[config.mk]
export PLATFORM = sky130hd
export DESIGN_NAME = mips150_io_ctrl_flat
export DESIGN_NICKNAME = d
export VERILOG_FILES = /design/src/rtl/mips150_io_ctrl_if.sv /design/src/rtl/mips150_io_ctrl.sv /design/src/flat_wrapper.sv
export SDC_FILE = /design/constraint.sdc
export NUM_CORES = 1
export LEC_CHECK = 0
export ABC_CLOCK_PERIOD_IN_PS = 10200
export BUFFER_PORTS_ARGS = -buffer_cell sky130_fd_sc_hd__buf_4
export CAP_MARGIN = 20
export CORE_ASPECT_RATIO = 1.4
export CORE_MARGIN = 2
export CORE_UTILIZATION = 56
export DETAILED_ROUTE_END_ITERATION = 16
export HOLD_SLACK_MARGIN = 0.12
export PLACE_DENSITY = 0.77
export SLEW_MARGIN = 15
export SYNTH_ARGS = -nofsm -noshare
export SYNTH_HDL_FRONTEND = slang
export SYNTH_SLANG_ARGS = --single-unit
export TNS_END_PERCENT = 50
[constraint.sdc]
create_clock -name clk -period 10.2 [get_ports clk]
set_input_delay 0.51 -clock clk [delete_from_list [all_inputs] [get_ports clk]]
set_output_delay 0.51 -clock clk [all_outputs]
set_load 0.02 [all_outputs]
[src/rtl/mips150_io_ctrl_if.sv]
// IO-page bus between the MIPS150 memory map and the IO controller.
// The master drives X-stage store/load controls; the slave returns the registered M-stage read word.
interface mips150_io_ctrl_if;
  logic [3:0]  StoreMask;
  logic [7:0]  Addr;
  logic [31:0] WriteData;
  logic        LoadIO;
  logic [31:0] ReadData;

  modport master (
    output StoreMask,
    output Addr,
    output WriteData,
    output LoadIO,
    input  ReadData
  );

  modport slave (
    input  StoreMask,
    input  Addr,
    input  WriteData,
    input  LoadIO,
    output ReadData
  );
endinterface

[src/rtl/mips150_io_ctrl.sv]
// MIPS150 memory-mapped IO controller: 8N1 UART (TX and RX) plus a free-running cycle counter.
// Reads are captured into ReadData at the edge where LoadIO is high, giving one cycle of latency like DMEM.
module mips150_io_ctrl #(
  parameter int CLOCK_FREQ = 50_000_000,
  parameter int BAUD_RATE  = 115_200
) (
  input  logic              clk,
  input  logic              rst,
  mips150_io_ctrl_if.slave  bus,
  input  logic              serial_in,
  output logic              serial_out
);

  localparam int CYCLES_PER_BIT = CLOCK_FREQ / BAUD_RATE;
  localparam int CNT_W          = $clog2(CYCLES_PER_BIT + 1);
  localparam logic [CNT_W-1:0] BIT_LAST  = CNT_W'(CYCLES_PER_BIT - 1);
  localparam logic [CNT_W-1:0] HALF_LAST = CNT_W'(CYCLES_PER_BIT / 2 - 1);
  localparam logic [CNT_W-1:0] CNT_ONE   = CNT_W'(1);

  localparam logic [5:0] REG_TX_STATUS = 6'h00;
  localparam logic [5:0] REG_RX_STATUS = 6'h01;
  localparam logic [5:0] REG_TX_DATA   = 6'h02;
  localparam logic [5:0] REG_RX_DATA   = 6'h03;
  localparam logic [5:0] REG_CYCLES    = 6'h04;

  typedef enum logic [1:0] {TX_IDLE, TX_START, TX_DATA, TX_STOP} tx_state_t;
  typedef enum logic [1:0] {RX_IDLE, RX_START, RX_DATA, RX_STOP} rx_state_t;

  tx_state_t        tx_state_q, tx_state_d;
  logic [CNT_W-1:0] tx_cnt_q, tx_cnt_d;
  logic [2:0]       tx_bit_q, tx_bit_d;
  logic [7:0]       tx_shift_q, tx_shift_d;

  rx_state_t        rx_state_q, rx_state_d;
  logic [CNT_W-1:0] rx_cnt_q, rx_cnt_d;
  logic [2:0]       rx_bit_q, rx_bit_d;
  logic [7:0]       rx_shift_q, rx_shift_d;
  logic             rx_sync1_q, rx_sync1_d;
  logic             rx_sync2_q, rx_sync2_d;
  logic             rx_last_q, rx_last_d;
  logic [7:0]       rx_byte_q, rx_byte_d;
  logic             rx_valid_q, rx_valid_d;
  logic             rx_overrun_q, rx_overrun_d;

  logic [31:0]      cycle_cnt_q, cycle_cnt_d;
  logic [31:0]      read_data_q, read_data_d;

  logic [5:0]       reg_sel;
  logic             wr_en;
  logic             rd_en;
  logic             wr_tx;
  logic             wr_cycles;
  logic             rx_pop;
  logic             rx_deliver;
  logic             tx_ready;
  logic             unused_bus_bits;

  assign reg_sel         = bus.Addr[7:2];
  assign wr_en           = |bus.StoreMask;
  assign rd_en           = bus.LoadIO;
  assign wr_tx           = wr_en && (reg_sel == REG_TX_DATA);
  assign wr_cycles       = wr_en && (reg_sel == REG_CYCLES);
  assign rx_pop          = rd_en && (reg_sel == REG_RX_DATA);
  assign tx_ready        = (tx_state_q == TX_IDLE);
  assign unused_bus_bits = ^{bus.WriteData[31:8], bus.Addr[1:0]};
  assign bus.ReadData    = read_data_q;

  always_comb begin
    tx_state_d = tx_state_q;
    tx_cnt_d   = tx_cnt_q;
    tx_bit_d   = tx_bit_q;
    tx_shift_d = tx_shift_q;
    case (tx_state_q)
      TX_IDLE: begin
        if (wr_tx) begin
          tx_state_d = TX_START;
          tx_cnt_d   = '0;
          tx_shift_d = bus.WriteData[7:0];
        end
      end
      TX_START: begin
        if (tx_cnt_q == BIT_LAST) begin
          tx_state_d = TX_DATA;
          tx_cnt_d   = '0;
          tx_bit_d   = 3'd0;
        end else begin
          tx_cnt_d = tx_cnt_q + CNT_ONE;
        end
      end
      TX_DATA: begin
        if (tx_cnt_q == BIT_LAST) begin
          tx_cnt_d   = '0;
          tx_shift_d = {1'b0, tx_shift_q[7:1]};
          if (tx_bit_q == 3'd7) begin
            tx_state_d = TX_STOP;
          end else begin
            tx_bit_d = tx_bit_q + 3'd1;
          end
        end else begin
          tx_cnt_d = tx_cnt_q + CNT_ONE;
        end
      end
      TX_STOP: begin
        if (tx_cnt_q == BIT_LAST) begin
          tx_state_d = TX_IDLE;
          tx_cnt_d   = '0;
        end else begin
          tx_cnt_d = tx_cnt_q + CNT_ONE;
        end
      end
      default: tx_state_d = TX_IDLE;
    endcase
  end

  // Line level follows the state directly, so an async reset forces it idle-high at once.
  always_comb begin
    serial_out = 1'b1;
    case (tx_state_q)
      TX_START: serial_out = 1'b0;
      TX_DATA:  serial_out = tx_shift_q[0];
      default:  serial_out = 1'b1;
    endcase
  end

  always_comb begin
    rx_sync1_d = serial_in;
    rx_sync2_d = rx_sync1_q;
    rx_last_d  = rx_sync2_q;
    rx_state_d = rx_state_q;
    rx_cnt_d   = rx_cnt_q;
    rx_bit_d   = rx_bit_q;
    rx_shift_d = rx_shift_q;
    rx_deliver = 1'b0;
    case (rx_state_q)
      RX_IDLE: begin
        if (rx_last_q && !rx_sync2_q) begin
          rx_state_d = RX_START;
          rx_cnt_d   = '0;
        end
      end
      RX_START: begin
        if (rx_cnt_q == HALF_LAST) begin
          rx_cnt_d = '0;
          rx_bit_d = 3'd0;
          rx_state_d = rx_sync2_q ? RX_IDLE : RX_DATA;
        end else begin
          rx_cnt_d = rx_cnt_q + CNT_ONE;
        end
      end
      RX_DATA: begin
        if (rx_cnt_q == BIT_LAST) begin
          rx_cnt_d   = '0;
          rx_shift_d = {rx_sync2_q, rx_shift_q[7:1]};
          if (rx_bit_q == 3'd7) begin
            rx_state_d = RX_STOP;
          end else begin
            rx_bit_d = rx_bit_q + 3'd1;
          end
        end else begin
          rx_cnt_d = rx_cnt_q + CNT_ONE;
        end
      end
      RX_STOP: begin
        if (rx_cnt_q == BIT_LAST) begin
          rx_state_d = RX_IDLE;
          rx_cnt_d   = '0;
          rx_deliver = rx_sync2_q;
        end else begin
          rx_cnt_d = rx_cnt_q + CNT_ONE;
        end
      end
      default: rx_state_d = RX_IDLE;
    endcase
  end

  // A pop in the same cycle as a delivery frees the slot, so the new byte is kept without overrun.
  always_comb begin
    rx_byte_d    = rx_byte_q;
    rx_valid_d   = rx_valid_q;
    rx_overrun_d = rx_overrun_q;
    if (rx_pop) begin
      rx_valid_d   = 1'b0;
      rx_overrun_d = 1'b0;
    end
    if (rx_deliver) begin
      if (!rx_valid_q || rx_pop) begin
        rx_byte_d  = rx_shift_q;
        rx_valid_d = 1'b1;
      end else begin
        rx_overrun_d = 1'b1;
      end
    end
  end

  always_comb begin
    cycle_cnt_d = wr_cycles ? 32'd0 : cycle_cnt_q + 32'd1;
    read_data_d = read_data_q;
    if (rd_en) begin
      case (reg_sel)
        REG_TX_STATUS: read_data_d = {31'd0, tx_ready};
        REG_RX_STATUS: read_data_d = {30'd0, rx_overrun_q, rx_valid_q};
        REG_RX_DATA:   read_data_d = {24'd0, rx_byte_q};
        REG_CYCLES:    read_data_d = cycle_cnt_q;
        default:       read_data_d = 32'd0;
      endcase
    end
  end

  always_ff @(posedge clk or posedge rst) begin
    if (rst) begin
      tx_state_q   <= TX_IDLE;
      tx_cnt_q     <= '0;
      tx_bit_q     <= 3'd0;
      tx_shift_q   <= 8'd0;
      rx_state_q   <= RX_IDLE;
      rx_cnt_q     <= '0;
      rx_bit_q     <= 3'd0;
      rx_shift_q   <= 8'd0;
      rx_sync1_q   <= 1'b1;
      rx_sync2_q   <= 1'b1;
      rx_last_q    <= 1'b1;
      rx_byte_q    <= 8'd0;
      rx_valid_q   <= 1'b0;
      rx_overrun_q <= 1'b0;
      cycle_cnt_q  <= 32'd0;
      read_data_q  <= 32'd0;
    end else begin
      tx_state_q   <= tx_state_d;
      tx_cnt_q     <= tx_cnt_d;
      tx_bit_q     <= tx_bit_d;
      tx_shift_q   <= tx_shift_d;
      rx_state_q   <= rx_state_d;
      rx_cnt_q     <= rx_cnt_d;
      rx_bit_q     <= rx_bit_d;
      rx_shift_q   <= rx_shift_d;
      rx_sync1_q   <= rx_sync1_d;
      rx_sync2_q   <= rx_sync2_d;
      rx_last_q    <= rx_last_d;
      rx_byte_q    <= rx_byte_d;
      rx_valid_q   <= rx_valid_d;
      rx_overrun_q <= rx_overrun_d;
      cycle_cnt_q  <= cycle_cnt_d;
      read_data_q  <= read_data_d;
    end
  end

endmodule

[src/flat_wrapper.sv]
// flat-port wrapper written by rule: the top's interface ports become plain ports
module mips150_io_ctrl_flat 
#(
  parameter int CLOCK_FREQ = 50_000_000,
  parameter int BAUD_RATE  = 115_200
)
  (clk, rst, serial_in, serial_out, bus_StoreMask, bus_Addr, bus_WriteData, bus_LoadIO, bus_ReadData);
  mips150_io_ctrl_if bus_i ();
  input  logic clk;
  input  logic rst;
  input  logic serial_in;
  output logic serial_out;
  input wire logic [$bits(bus_i.StoreMask)-1:0] bus_StoreMask;
  input wire logic [$bits(bus_i.Addr)-1:0] bus_Addr;
  input wire logic [$bits(bus_i.WriteData)-1:0] bus_WriteData;
  input wire logic [$bits(bus_i.LoadIO)-1:0] bus_LoadIO;
  output wire logic [$bits(bus_i.ReadData)-1:0] bus_ReadData;
  assign bus_i.StoreMask = bus_StoreMask;
  assign bus_i.Addr = bus_Addr;
  assign bus_i.WriteData = bus_WriteData;
  assign bus_i.LoadIO = bus_LoadIO;
  assign bus_ReadData = bus_i.ReadData;
  mips150_io_ctrl #(.CLOCK_FREQ(CLOCK_FREQ), .BAUD_RATE(BAUD_RATE)) u_core (.clk(clk), .rst(rst), .bus(bus_i), .serial_in(serial_in), .serial_out(serial_out));
endmodule
* Yosys cells after proc, flatten, opt, wreduce, memory -nomap -nowiden
Cells that the tools add are included.
** Operators by class
- Muxes and demuxes :: 42
- $add $sub $neg :: 5
- Reduce and logical (&&, ||, !) cells :: 23
- Equal/unequal tests :: 27
** Operators with widths (number)
- $pmux W32 S4 :: 1
- $mux W9 :: 5
- $add A32 B1 Y32 const B :: 1
- $mux W32 :: 1
- $pmux W9 S3 :: 1
- $mux W2 :: 11
- $ne A2 B1 Y1 const B :: 10
- $add A9 B1 Y9 const B :: 2
- $eq A9 B9 Y1 const B :: 2
- $mux W3 :: 6
- $pmux W9 S2 :: 1
- $mux W8 :: 2
- $pmux W2 S4 :: 2
- $pmux W8 S2 :: 1
- $eq A6 B2 Y1 const B :: 2
- $pmux W3 S2 :: 2
- $reduce_and A5 Y1 :: 2
- $eq A9 B8 Y1 const B :: 1
- $eq A2 B2 Y1 const B :: 4
- $mux W1 :: 8
- $reduce_and A4 Y1 :: 2
- $add A3 B1 Y3 const B :: 2
- $eq A3 B3 Y1 const B :: 2
- $eq A6 B1 Y1 const B :: 1
- 15 further kinds :: 25
** Word-level totals
- Input bits :: 48
- Output and inout port bits :: 33
- Register bits :: 121

* Logic depth before layout (Yosys ltp)
- Word-level depth :: 5
- Depth in mapped cells :: 8

* Worst setup path before layout
No wires, ideal clock.
- Kind :: in2reg
- Start point :: input port bus_Addr[5]
- End point :: register u_core.tx_shift_q[1]
- Stages :: 4
- Setup slack :: 7889 ps
- Arrival :: 2186 ps
- Cell sequence :: or4_1 -> o31a_2 -> a211oi_4 -> mux2_2
** Between the ends
- Cells in the longest elaborated chain, start to end :: 4
** Ends and longest elaborated chain
- from (decl) :: line flat_wrapper.sv:14 : input wire logic [$bits(bus_i.Addr)-1:0] bus_Addr;
- $eq A6 B2 Y1 :: line mips150_io_ctrl.sv:61 : assign wr_tx = wr_en && (reg_sel == REG_TX_DATA);
- $logic_and A1 B1 Y1 :: line mips150_io_ctrl.sv:61
- $ne A2 B1 Y1 (no line)
- $reduce_and A3 Y1 (no line)
- to (signal assigned) :: line mips150_io_ctrl.sv:231 : tx_shift_q <= tx_shift_d;
- to (decl) :: line mips150_io_ctrl.sv:32 : logic [7:0] tx_shift_q, tx_shift_d;
No other way between the ends.
A chain may end at the register's enable or synchronous reset.

* Final worst setup path
- Start point :: register u_core.cycle_cnt_q[0]
- End point :: register u_core.cycle_cnt_q[22]
** Between the ends
- Cells in the longest elaborated chain, start to end :: 2
** Ends and longest elaborated chain
- from (decl) :: line mips150_io_ctrl.sv:45 : logic [31:0] cycle_cnt_q, cycle_cnt_d;
- from (signal assigned) :: line mips150_io_ctrl.sv:242 : cycle_cnt_q <= cycle_cnt_d;
- $add A32 B1 Y32 :: line mips150_io_ctrl.sv:196 : cycle_cnt_d = wr_cycles ? 32'd0 : cycle_cnt_q + 32'd1;
- $mux W32 :: line mips150_io_ctrl.sv:196
- named net u_core.cycle_cnt_d[22] :: line mips150_io_ctrl.sv:45
The timed path passes the listed nets, and every way through them passes these cells.

==> run metrics <==
run status finished clean; Post-synth EDFFs 0; # setup viols final 0; Critical Path Slowest Stage Cell or4_1; area grow syn2layout 19.18%; fillers 808; Final period util 0.2457; HP Class in2async; Max Root-Sink Buffers 2; count of different cell masters after synthesis 60; most used cell, CP or4_1; post-synthesis sequential area ratio 0.5135; largest family of logic cells by synthesized area simple AND/OR/NAND/NOR gates; count of final hold-check violations 0; worst-path maximum fanout 16; cell count after synthesis 585; CTS Hold Bufs 0; drt first-iter violations 231; fin. max-slew vios 0; Clock Pin Slew Worst Setup and Hold Paths 0.05 ns; DP Cell Count 754; Core Area 10350 um^2; final WL 12120 um; final core occ 0.6799; total die area 11390 um^2; CP top delay family simple AND/OR/NAND/NOR gates; share of the synthesized area in the top cell type 0.5001; largest net degree at the start of global routing 69; Leakage Power 3.028 nW; clock sink total 121; Synth area leader dfrtp_1; Nets 699; Port-buffer cells 54; met3 WL 564 um; first-pass GRT wire length 20990 um; antenna violation net count after detailed routing 0; initial antenna violation count 0; actual slew at the worst max-slew pin 0.9123 ns; Crit. path cell count 5; CP Cell Sequence ha_1, nand4_2, or4_1, or4_1, a21oi_1; initial core utilization 0.5705; Clock Skew 0.005374 ns; Post-Syn Nets 648; I/O pins 81; WS Path Type reg2reg; Post-synth top cells dfrtp_1, inv_1, o21ai_0, nand3_1, nand2_1; GRT Util Overall 0.2254; DP Area 6406 um^2; Synth area leaders dfrtp_1, mux2_2, o21ai_0; CTS Buf Count 17; routed metal-1 wirelength 5144 um; Mean Syn Cell Area 10.09 um^2; mux cell area share after synthesis 0.07099; root buffer cell clkbuf_16; Worst EP arrival 2.84 ns; Top Metal Used met4; Post-Syn Area 5904 um^2; footprint of the multi-input gates 2552 um^2; Max VDD drop 0.0001526 V; PnR worst setup slack 7.694 ns; Synth Area in Compound Gates 0.1367; fin cells 787; GRT overflow 0; DRC viols 0; Die Width 90.78 um; wire length on met2 6229 um; pre-CTS setup slack 7.629 ns; drt wl/cell 15.41 um; Register Area 3032 um^2; Vias 4594; top_reg_cell synth dfrtp_1; simple-gate portion of the synthesized area 0.1702; Tmin final 2.506 ns; Slew HR 0.3877; count leader, synth dfrtp_1; dpl hpwl 7968 um; Adder-Cell Fraction of Synth Area 0.03179; ys async rst share 1.000; setup TNS 0 ns; via/cell ratio 5.837; drt pass-1 iters 5; Power Density 197.7 nW/um^2; crit start category flip-flop; diode count 0; Ys Warns 0; total chip power 1.391 mW; H-tree depth 4; CP max stage delay 0.80 ns; register bit count reported by yosys 121; CP bufs+invs 0; CP required 10.54 ns; Die Y-Extent 125.5 um; critical path capture point type flip-flop; vias in the first global route 4581; RSZ-0062 raised after global routing false; design area 7037 um^2; layout cells sized above 1 0.2065; Synth Area in XOR/XNOR 0.02225; R2R cell count 5; postcts setup bufs 0; Fmax 399.1 MHz; gp weighted congestion 0.8614; CTS tree built; row count 44; WHS 0.2020 ns; # resized after CTS 0; clk_lat worst skew 0.41 ns; max_cap viols 0
-- sequential cells by signal, indices dropped and copies added, names as in the netlist, 8 cells and up, named ones only --
name	count
u_core.bus.ReadData	32
u_core.cycle_cnt_q	32
u_core.rx_byte_q	8
u_core.rx_cnt_q	9
u_core.rx_shift_q	8
u_core.tx_cnt_q	9
u_core.tx_shift_q	8
-- worst register-to-register path, stage by stage (launching register included) --
cell and delay [ns]:
dfrtp_1 0.44, ha_1 0.26, nand4_2 0.21, or4_1 0.80, or4_1 0.59, a21oi_1 0.15
-- cell type report --
cell class                 instances  share of cell area
timing repair buffer              59             0.06277
tap                              138             0.02454
multi-input combinational        381              0.3627
clock inverter                    10             0.02009
inverter                          56             0.03023
clock buffer                      22             0.06881
sequential                       121              0.4308
-- path summary, 6_finish.rpt --
| path | slack (ns) | endpoint | from |
|---|---|---|---|
| min reg2reg | 0.36 | u_core.rx_last_d | u_core.rx_sync1_q |
| min in group clk | 0.20 | u_core.rx_sync1_q | serial_in |
| max | 7.69 | u_core.cycle_cnt_q[22] | u_core.cycle_cnt_q[0] |
| min | 0.20 | u_core.bus.ReadData[27] | rst |
| max reg2reg | 7.69 | u_core.cycle_cnt_q[22] | u_core.cycle_cnt_q[0] |
| max in group asynchronous | 8.72 | u_core.rx_shift_q[4] | rst |
-- cells by family after synthesis --
| group | after synthesis |
|---|---|
| flops | 121 |
| xor+xnor | 15 |
| fa+ha+maj | 15 |
| compound gates | 128 |
| buf+inv | 83 |
| simple gates | 185 |
| mux | 38 |
-- per-layer routing --
layer  GRT usage  vias up
li1            -     2190
met1      0.2758     2280
met2      0.3824      105
met3     0.06145       19
met4     0.08467        0
met5           0        -
-- cell usage in the layout, fill, tap and decap left out, types with 3 or more instances in the layout --
master	instances
mux2_2	31
o22ai_1	12
ha_1	15
clkbuf_16	17
nand4_1	12
dfstp_2	3
nor2b_1	3
and2_1	6
and4_1	4
nand2_1	36
a21oi_1	18
nor2_1	25
nand3_1	41
dfrtp_1	118
a22o_1	3
or4_1	15
xor2_1	4
or3_1	8
mux2i_1	7
clkbuf_8	4
inv_1	55
xnor2_1	11
nor4_1	6
a22oi_1	7
a21o_1	5
o31ai_1	13
o21a_1	4
o21ai_0	49
clkinvlp_4	5
bufinv_16	3
nor3_1	11
buf_4	56
-- where the power goes --
group | total, mW | leakage [nW] | switching [mW] | internal, mW
clock | 0.625 | 0.291 | 0.215 | 0.410
sequential | 0.616 | 1.57 | 0.0803 | 0.535
combinational | 0.151 | 1.17 | 0.0868 | 0.0643
Power figures use the tool's default switching activity.
